**config.mk**
```make
export PLATFORM = sky130hd
export DESIGN_NAME = m_stage_lsu_flat
export DESIGN_NICKNAME = d
export VERILOG_FILES = /design/src/rtl/m_stage_lsu_pkg.sv /design/src/rtl/m_stage_lsu_if.sv /design/src/rtl/m_stage_lsu_load_align.sv /design/src/rtl/m_stage_lsu.sv /design/src/flat_wrapper.sv
export SDC_FILE = /design/constraint.sdc
export NUM_CORES = 1
export LEC_CHECK = 0
export CAP_MARGIN = 20
export CORE_UTILIZATION = 45
export CTS_CLUSTER_DIAMETER = 150
export DETAILED_ROUTE_END_ITERATION = 8
export PLACE_DENSITY = 0.9
export SYNTH_ARGS = -nofsm -noshare
export SYNTH_HDL_FRONTEND = slang
export SYNTH_SLANG_ARGS = --single-unit
```
**constraint.sdc**
```tcl
create_clock -name clk -period 2.8 [get_ports clk]
set_input_delay 0.42 -clock clk [delete_from_list [all_inputs] [get_ports clk]]
set_output_delay 0.42 -clock clk [all_outputs]
set_load 0.1 [all_outputs]
```
**src/rtl/m_stage_lsu_pkg.sv**
```systemverilog
// Shared types for the memory stage: FSM states, memory funct3 codes and access-size decode.
package core_types_pkg;

  typedef enum logic [1:0] {IDLE, REQ, RSP} m_state_e;
  typedef enum logic [1:0] {SZ_B, SZ_H, SZ_W} m_size_e;

  localparam logic [2:0] LB  = 3'b000;
  localparam logic [2:0] LH  = 3'b001;
  localparam logic [2:0] LW  = 3'b010;
  localparam logic [2:0] LBU = 3'b100;
  localparam logic [2:0] LHU = 3'b101;
  localparam logic [2:0] SB  = 3'b000;
  localparam logic [2:0] SH  = 3'b001;
  localparam logic [2:0] SW  = 3'b010;

  // Any funct3 that is not a byte/half encoding falls back to a full-word access.
  function automatic m_size_e access_size(input logic [2:0] funct3, input logic is_store);
    m_size_e sz;
    sz = SZ_W;
    if (is_store) begin
      case (funct3)
        SB:      sz = SZ_B;
        SH:      sz = SZ_H;
        default: sz = SZ_W;
      endcase
    end else begin
      case (funct3)
        LB, LBU: sz = SZ_B;
        LH, LHU: sz = SZ_H;
        default: sz = SZ_W;
      endcase
    end
    return sz;
  endfunction

endpackage

```
**src/rtl/m_stage_lsu_if.sv**
```systemverilog
// Data-memory request/response bus between the memory stage (master) and the data memory (slave).
interface m_stage_lsu_if #(parameter int N_BITS = 32);
  logic                  mem_req_valid;
  logic                  mem_req_ready;
  logic [N_BITS-1:0]     mem_req_addr;
  logic                  mem_req_we;
  logic [N_BITS/8-1:0]   mem_req_wstrb;
  logic [N_BITS-1:0]     mem_req_wdata;
  logic                  mem_rsp_valid;
  logic [N_BITS-1:0]     mem_rsp_data;

  modport master (
    output mem_req_valid, mem_req_addr, mem_req_we, mem_req_wstrb, mem_req_wdata,
    input  mem_req_ready, mem_rsp_valid, mem_rsp_data
  );

  modport slave (
    input  mem_req_valid, mem_req_addr, mem_req_we, mem_req_wstrb, mem_req_wdata,
    output mem_req_ready, mem_rsp_valid, mem_rsp_data
  );
endinterface

```
**src/rtl/m_stage_lsu_load_align.sv**
```systemverilog
// Combinational load extractor: picks the byte/half at the given offset and sign/zero-extends it.
module m_load_align
  import core_types_pkg::*;
#(
  parameter int N_BITS = 32,
  parameter int OFF_W  = 2
) (
  input  logic [N_BITS-1:0] data,
  input  logic [OFF_W-1:0]  offset,
  input  logic [2:0]        funct3,
  output logic [N_BITS-1:0] result
);

  logic [N_BITS-1:0]  shifted;
  logic signed [7:0]  byte_s;
  logic signed [15:0] half_s;

  assign shifted = data >> {offset, 3'b000};
  assign byte_s  = signed'(shifted[7:0]);
  assign half_s  = signed'(shifted[15:0]);

  always_comb begin
    result = data;
    case (funct3)
      LB:      result = {{(N_BITS-8){byte_s[7]}}, byte_s};
      LH:      result = {{(N_BITS-16){half_s[15]}}, half_s};
      LBU:     result = {{(N_BITS-8){1'b0}}, shifted[7:0]};
      LHU:     result = {{(N_BITS-16){1'b0}}, shifted[15:0]};
      default: result = data;
    endcase
  end

endmodule

```
**src/rtl/m_stage_lsu.sv**
```systemverilog
// RV32 memory stage with load/store unit. Define M_STAGE_MISALIGN_CHECK_EN to trap misaligned
// half/word accesses with err instead of silently aligning them down.
module m_stage_lsu
  import core_types_pkg::*;
#(
  parameter int N_BITS      = 32,
  parameter int RSP_TIMEOUT = 0
) (
  input  logic              clk,
  input  logic              rst_n,
  input  logic              x_valid,
  output logic              x_ready,
  input  logic              x_is_load,
  input  logic              x_is_store,
  input  logic [2:0]        x_funct3,
  input  logic [N_BITS-1:0] X_stage_data,
  input  logic [N_BITS-1:0] x_store_data,
  m_stage_lsu_if.master     mem,
  output logic              w_valid,
  output logic [N_BITS-1:0] out,
  output logic              err
);

  localparam int NB    = N_BITS / 8;
  localparam int OFF_W = $clog2(NB);
`ifdef M_STAGE_MISALIGN_CHECK_EN
  localparam bit CHECK_MISALIGN = 1'b1;
`else
  localparam bit CHECK_MISALIGN = 1'b0;
`endif

  m_state_e          state;
  logic [N_BITS-1:0] addr_q;
  logic [OFF_W-1:0]  off_q;
  logic [2:0]        funct3_q;
  logic              we_q;
  logic [NB-1:0]     wstrb_q;
  logic [N_BITS-1:0] wdata_q;
  logic [31:0]       tmo_cnt;

  m_size_e           size_x;
  logic [OFF_W-1:0]  off_raw;
  logic [OFF_W-1:0]  off_eff;
  logic              misalign;
  logic [NB-1:0]     wstrb_x;
  logic [N_BITS-1:0] wdata_x;
  logic [N_BITS-1:0] load_result;

  // Request fields are computed once at accept time and held in registers while in REQ.
  always_comb begin
    size_x   = access_size(x_funct3, x_is_store);
    off_raw  = X_stage_data[OFF_W-1:0];
    off_eff  = '0;
    misalign = 1'b0;
    wstrb_x  = '1;
    wdata_x  = x_store_data;
    case (size_x)
      SZ_B: begin
        off_eff = off_raw;
        wstrb_x = NB'(1) << off_eff;
        wdata_x = {NB{x_store_data[7:0]}};
      end
      SZ_H: begin
        off_eff  = {off_raw[OFF_W-1:1], 1'b0};
        misalign = off_raw[0];
        wstrb_x  = NB'(3) << off_eff;
        wdata_x  = {(NB/2){x_store_data[15:0]}};
      end
      default: begin
        off_eff  = '0;
        misalign = |off_raw;
      end
    endcase
    if (!x_is_store) begin
      wstrb_x = '0;
      wdata_x = '0;
    end
  end

  m_load_align #(.N_BITS(N_BITS), .OFF_W(OFF_W)) u_load_align (
    .data   (mem.mem_rsp_data),
    .offset (off_q),
    .funct3 (funct3_q),
    .result (load_result)
  );

  assign x_ready           = (state == IDLE);
  assign mem.mem_req_valid = (state == REQ);
  assign mem.mem_req_addr  = addr_q;
  assign mem.mem_req_we    = we_q;
  assign mem.mem_req_wstrb = wstrb_q;
  assign mem.mem_req_wdata = wdata_q;

  always_ff @(posedge clk or negedge rst_n) begin
    if (!rst_n) begin
      state    <= IDLE;
      addr_q   <= '0;
      off_q    <= '0;
      funct3_q <= '0;
      we_q     <= 1'b0;
      wstrb_q  <= '0;
      wdata_q  <= '0;
      tmo_cnt  <= '0;
      w_valid  <= 1'b0;
      out      <= '0;
      err      <= 1'b0;
    end else begin
      w_valid <= 1'b0;
      err     <= 1'b0;
      case (state)
        IDLE: begin
          if (x_valid) begin
            if (x_is_load || x_is_store) begin
              if (CHECK_MISALIGN && misalign) begin
                w_valid <= 1'b1;
                err     <= 1'b1;
                out     <= '0;
              end else begin
                addr_q   <= {X_stage_data[N_BITS-1:OFF_W], {OFF_W{1'b0}}};
                off_q    <= off_eff;
                funct3_q <= x_funct3;
                we_q     <= x_is_store;
                wstrb_q  <= wstrb_x;
                wdata_q  <= wdata_x;
                state    <= REQ;
              end
            end else begin
              out     <= X_stage_data;
              w_valid <= 1'b1;
            end
          end
        end
        REQ: begin
          if (mem.mem_req_ready) begin
            tmo_cnt <= '0;
            if (we_q) begin
              w_valid <= 1'b1;
              out     <= '0;
              state   <= IDLE;
            end else begin
              state <= RSP;
            end
          end
        end
        RSP: begin
          if (mem.mem_rsp_valid) begin
            out     <= load_result;
            w_valid <= 1'b1;
            state   <= IDLE;
          end else if (RSP_TIMEOUT > 0 && tmo_cnt == 32'(RSP_TIMEOUT - 1)) begin
            out     <= '0;
            w_valid <= 1'b1;
            err     <= 1'b1;
            state   <= IDLE;
          end else begin
            tmo_cnt <= tmo_cnt + 32'd1;
          end
        end
        default: state <= IDLE;
      endcase
    end
  end

endmodule
```
**src/flat_wrapper.sv**
```systemverilog
// flat-port wrapper written by rule: the top's interface ports become plain ports
module m_stage_lsu_flat import core_types_pkg::*;
#(
  parameter int N_BITS      = 32,
  parameter int RSP_TIMEOUT = 0
)
  (clk, rst_n, x_valid, x_ready, x_is_load, x_is_store, x_funct3, X_stage_data, x_store_data, w_valid, out, err, mem_mem_req_valid, mem_mem_req_addr, mem_mem_req_we, mem_mem_req_wstrb, mem_mem_req_wdata, mem_mem_req_ready, mem_mem_rsp_valid, mem_mem_rsp_data);
  m_stage_lsu_if #(.N_BITS(N_BITS)) mem_i ();
  input  logic clk;
  input  logic rst_n;
  input  logic x_valid;
  output logic x_ready;
  input  logic x_is_load;
  input  logic x_is_store;
  input  logic [2:0] x_funct3;
  input  logic [N_BITS-1:0] X_stage_data;
  input  logic [N_BITS-1:0] x_store_data;
  output logic w_valid;
  output logic [N_BITS-1:0] out;
  output logic err;
  output wire logic [$bits(mem_i.mem_req_valid)-1:0] mem_mem_req_valid;
  output wire logic [$bits(mem_i.mem_req_addr)-1:0] mem_mem_req_addr;
  output wire logic [$bits(mem_i.mem_req_we)-1:0] mem_mem_req_we;
  output wire logic [$bits(mem_i.mem_req_wstrb)-1:0] mem_mem_req_wstrb;
  output wire logic [$bits(mem_i.mem_req_wdata)-1:0] mem_mem_req_wdata;
  input wire logic [$bits(mem_i.mem_req_ready)-1:0] mem_mem_req_ready;
  input wire logic [$bits(mem_i.mem_rsp_valid)-1:0] mem_mem_rsp_valid;
  input wire logic [$bits(mem_i.mem_rsp_data)-1:0] mem_mem_rsp_data;
  assign mem_mem_req_valid = mem_i.mem_req_valid;
  assign mem_mem_req_addr = mem_i.mem_req_addr;
  assign mem_mem_req_we = mem_i.mem_req_we;
  assign mem_mem_req_wstrb = mem_i.mem_req_wstrb;
  assign mem_mem_req_wdata = mem_i.mem_req_wdata;
  assign mem_i.mem_req_ready = mem_mem_req_ready;
  assign mem_i.mem_rsp_valid = mem_mem_rsp_valid;
  assign mem_i.mem_rsp_data = mem_mem_rsp_data;
  m_stage_lsu #(.N_BITS(N_BITS), .RSP_TIMEOUT(RSP_TIMEOUT)) u_core (.clk(clk), .rst_n(rst_n), .x_valid(x_valid), .x_ready(x_ready), .x_is_load(x_is_load), .x_is_store(x_is_store), .x_funct3(x_funct3), .X_stage_data(X_stage_data), .x_store_data(x_store_data), .mem(mem_i), .w_valid(w_valid), .out(out), .err(err));
endmodule
```
==> results by group <==
Placed design
  – Dpl cell area: roughly 7700 sq um
  – Detailed placement HPWL: 13.4 mm
  – Weighted congestion at the end of routability-driven global placement: 0.907
  – Number of buffers inserted by port buffering: ~210

Timing
  – Worst max-slew margin expressed relative to the limit: 30.7%
  – Tmin final: about 2.5 ns
  – Actual slew at the worst max-slew pin: 1.04 ns
  – Crit share post-route: 90.4%
  – Achievable clock frequency: 395 MHz
  – Final setup violation count: 0
  – Final setup skew: 0.00584 ns
  – Final count of hold timing violations: 0
  – Pins over their slew limit: 0
  – Post-route worst hold slack: 0.0938 ns
  – Unrepaired setup endpoints after global routing: no
  – Aggregate negative setup slack: 0 ns

Yosys
  – Number of flops mapped to enable cells by yosys: 0
  – Post-synthesis cell type count: 47
  – Proportion of synthesized flip-flops having asynchronous set or reset: 100%
  – Combined area of all synthesized cells: 5720 sq um
  – Cells after synthesis: 596
  – Per-instance average area after synthesis: slightly below 10 sq um
  – Most instantiated flip-flop cell in the synthesis netlist: sky130_fd_sc_hd__dfrtp_1
  – Synth warnings: 0
  – Flip-flop and latch count after synthesis: 107
  – Post-synthesis sequential area ratio: 46.8%

Floorplan
  – Area of the die: 13200 sq um
  – Die outline width: 115 um
  – FP Rows: 40
  – I/O Pins: ~210
  – Die height: 115 um
  – Core Area: 12200 sq um
  – Starting utilization of the core area: 46.9%

Hold path
  – Min-Delay Path Class: in2async

Layout
  – Count of antenna diodes in the layout: 0
  – Utilization of the core after routing: 65.8%
  – Fraction of layout instances using a drive strength above 1: 25.9%
  – Nets: 892
  – Area of the multi-input gates: approximately 2700 sq um
  – Layout Cell Area excl Fill: 8030 sq um
  – Filler cell count: 986
  – Syn-to-layout area delta: 40.3%
  – Register Area: between 2000 and 3000 sq um

Clock tree
  – Number of buffers inserted to repair setup after CTS: 0
  – Cts repair resizes: 0
  – Hold Buf Count CTS: 0
  – Clock Root Buffer: sky130_fd_sc_hd__clkbuf_16
  – Total CTS buffers: 9
  – Clock Pin Slew Worst Setup and Hold Paths: 0.07 ns
  – Clk buf depth: 2
  – H-tree depth: 3
  – Clock latency on the worst-skew pair: 0.36 ns
  – Num Clock Sinks: 107
  – CTS tree: done

Routing
  – Average wire per cell in the routed design: 18.7 um
  – Number of DRC violations after detailed-routing iteration 0: 425
  – Total via count after detailed routing: 5481
  – Post-detailed-routing wire length: 17.8 mm
  – DRC violation count after routing: 0
  – DR vias/cell: 5.74
  – Drt first pass iters: 5
  – Antenna viol nets, final: 0

GRT
  – Global-route wire length before repair: 27.9 mm
  – Maximum number of pins on one net before global-route repair: 57
  – Number of global-route vias before repair: 5418
  – GRT Util Overall: 27.8%
  – Antenna violations before repair: 0
  – Total grt overflow: 0

Critical path
  – Endpoint of the most critical setup path: u_core.out[11]
  – Crit path max-delay cell type: sky130_fd_sc_hd__a2111o_4
  – Critical Path RT: 3.00 ns
  – Kind of capture point of the worst setup path: flip-flop
  – Startpoint of the most critical register-to-register path: u_core.state[0]
  – Register-to-register setup slack: 0.27 ns
  – Category of the most critical setup path: reg2reg
  – Number of cells on the worst reg-to-reg path: 7
  – Critical path fanouts, max: 25
  – Delay of the slowest cell on the worst path: a little under 0.7 ns
  – End of the worst register-to-register path: u_core.out[11]
  – Data arrival time at the worst-slack endpoint: 2.74 ns
  – Crit path cell chain: inv_1, ha_1, nand2b_1, o221ai_2, a2111o_4, a211oi_4, a311oi_1
  – Timing startpoint of the critical path: u_core.state[0]
  – Category of the worst setup path launch point: flip-flop

Status
  – Run status: complete, no violations

Job
  – Max-capacitance violation count: 0
[metal layers]
| metal | wire (um) | vias to the layer above | GRT usage [%] |
|---|---|---|---|
| met5 | 0 | - | 0 |
| met4 | 543 | 0 | 13.4 |
| met3 | 1750 | 41 | 6.69 |
| met2 | 8840 | 327 | 48.3 |
| met1 | 6680 | 2621 | 32.4 |
| li1 | - | 2492 | - |
[synthesized netlist by cell type (2+ instances only)]
master	n	share of area [%]
sky130_fd_sc_hd__buf_4	4	0.52
sky130_fd_sc_hd__buf_6	3	0.59
sky130_fd_sc_hd__a2111oi_0	4	0.61
sky130_fd_sc_hd__o31ai_1	18	2.4
sky130_fd_sc_hd__a311oi_1	8	1.2
sky130_fd_sc_hd__mux2_2	49	9.6
sky130_fd_sc_hd__nand2b_1	5	0.55
sky130_fd_sc_hd__ha_1	4	0.87
sky130_fd_sc_hd__nor2_1	79	5.2
sky130_fd_sc_hd__dfrtp_1	107	47
sky130_fd_sc_hd__clkbuf_1	24	1.6
sky130_fd_sc_hd__a22oi_1	8	1.0
sky130_fd_sc_hd__a211oi_1	16	2.1
sky130_fd_sc_hd__nand2_1	68	4.5
sky130_fd_sc_hd__nor2b_1	10	1.1
sky130_fd_sc_hd__inv_2	2	0.13
sky130_fd_sc_hd__o21ai_0	38	3.3
sky130_fd_sc_hd__o211ai_1	8	1.0
sky130_fd_sc_hd__nand3_1	3	0.26
sky130_fd_sc_hd__buf_1	7	0.46
sky130_fd_sc_hd__a31oi_1	9	0.98
sky130_fd_sc_hd__a2111oi_2	13	3.4
sky130_fd_sc_hd__buf_2	12	1.0
sky130_fd_sc_hd__o21bai_1	6	0.79
sky130_fd_sc_hd__inv_1	21	1.4
sky130_fd_sc_hd__a21o_1	2	0.26
sky130_fd_sc_hd__mux2i_1	8	1.4
sky130_fd_sc_hd__a21oi_1	41	3.6
[worst max-delay path: cells and delay by family (launching register included)]
family,cells,cell delay (ns)
compound gates,4,1.50
fa+ha+maj,1,0.25
buf+inv,1,0.09
flops,1,0.41
simple gates,1,0.12
[area by class of cell]
cell class / count / share of cell area, %
flip-flops and latches: 107 / 33.4
clock inverters: 4 / 0.919
multi-input cells: 417 / 34.2
clock buffers: 12 / 3.07
repair buffers: 223 / 24.7
inverters: 24 / 1.12
well taps: 168 / 2.62
[cells by family after synthesis]
group,share of synthesized area (%)
AOI/OAI and AO/OA,23.0
xor gates and xnor gates,0.153
adders and majority gates,0.875
buffers and inverters,5.77
DFF,46.8
muxes,11.0
other,0.0655
and+or+nand+nor,12.2
[how the worst min path moves through the flow]
stage / slack [ns] / cells after the start / endpoint / start
2_1_floorplan: 0.12 / 0 / u_core.funct3_q[0] / rst_n
3_3_place_gp: 0.46 / 2 / u_core.mem.mem_req_wdata[8] / u_core.mem.mem_req_wdata[8]
3_5_place_dp: 0.47 / 2 / u_core.mem.mem_req_wdata[13] / u_core.mem.mem_req_wdata[13]
4_1_cts: 0.11 / 1 / u_core.mem.mem_req_addr[24] / rst_n
5_1_grt: 0.15 / 1 / u_core.mem.mem_req_addr[23] / rst_n
6_report: 0.09 / 1 / u_core.mem.mem_req_addr[23] / rst_n
[state kept, by name (all words and copies together) (netlist names)]
signal                    cells
u_core.w_valid                1
u_core.off_q                  2
u_core.mem.mem_req_wstrb      4
u_core.out                   32
u_core.mem.mem_req_addr      30
u_core.state                  2
u_core.mem.mem_req_wdata     32
u_core.mem.mem_req_we         1
u_core.funct3_q               3
[stage by stage]
| step | setup WS (ns) | std cells |
|---|---|---|
| after floorplan | 0.166 | 598 |
| after global placement | 0.150 | 939 |
| after detailed placement | 0.0999 | 939 |
| after CTS | 0.299 | 955 |
| after global routing | 0.138 | 955 |
| final | 0.269 | 955 |
[cells in the final DEF (no fill, tap or decap), types with 2 or more instances in the layout]
master	instances
sky130_fd_sc_hd__buf_4	115
sky130_fd_sc_hd__dfrtp_1	106
sky130_fd_sc_hd__clkdlybuf4s50_1	104
sky130_fd_sc_hd__nor2_1	79
sky130_fd_sc_hd__nand2_1	68
sky130_fd_sc_hd__mux2_2	49
sky130_fd_sc_hd__a21oi_1	41
sky130_fd_sc_hd__o21ai_0	38
sky130_fd_sc_hd__inv_1	20
sky130_fd_sc_hd__o31ai_1	18
sky130_fd_sc_hd__a211oi_1	16
sky130_fd_sc_hd__a2111oi_2	12
sky130_fd_sc_hd__nor2b_1	10
sky130_fd_sc_hd__a31oi_1	9
sky130_fd_sc_hd__clkbuf_16	9
sky130_fd_sc_hd__mux2i_1	8
sky130_fd_sc_hd__a22oi_1	8
sky130_fd_sc_hd__a311oi_1	8
sky130_fd_sc_hd__o211ai_1	8
sky130_fd_sc_hd__o21bai_1	6
sky130_fd_sc_hd__nand2b_1	5
sky130_fd_sc_hd__a2111oi_0	4
sky130_fd_sc_hd__ha_1	4
sky130_fd_sc_hd__buf_12	4
sky130_fd_sc_hd__conb_1	3
sky130_fd_sc_hd__nand3_1	2
sky130_fd_sc_hd__a21o_1	2
sky130_fd_sc_hd__inv_2	2
sky130_fd_sc_hd__clkinv_1	2
sky130_fd_sc_hd__clkbuf_1	2
sky130_fd_sc_hd__bufinv_16	2
Power is not shown: default switching activity piles up to over one toggle a cycle in this logic, so the estimate is an artifact.
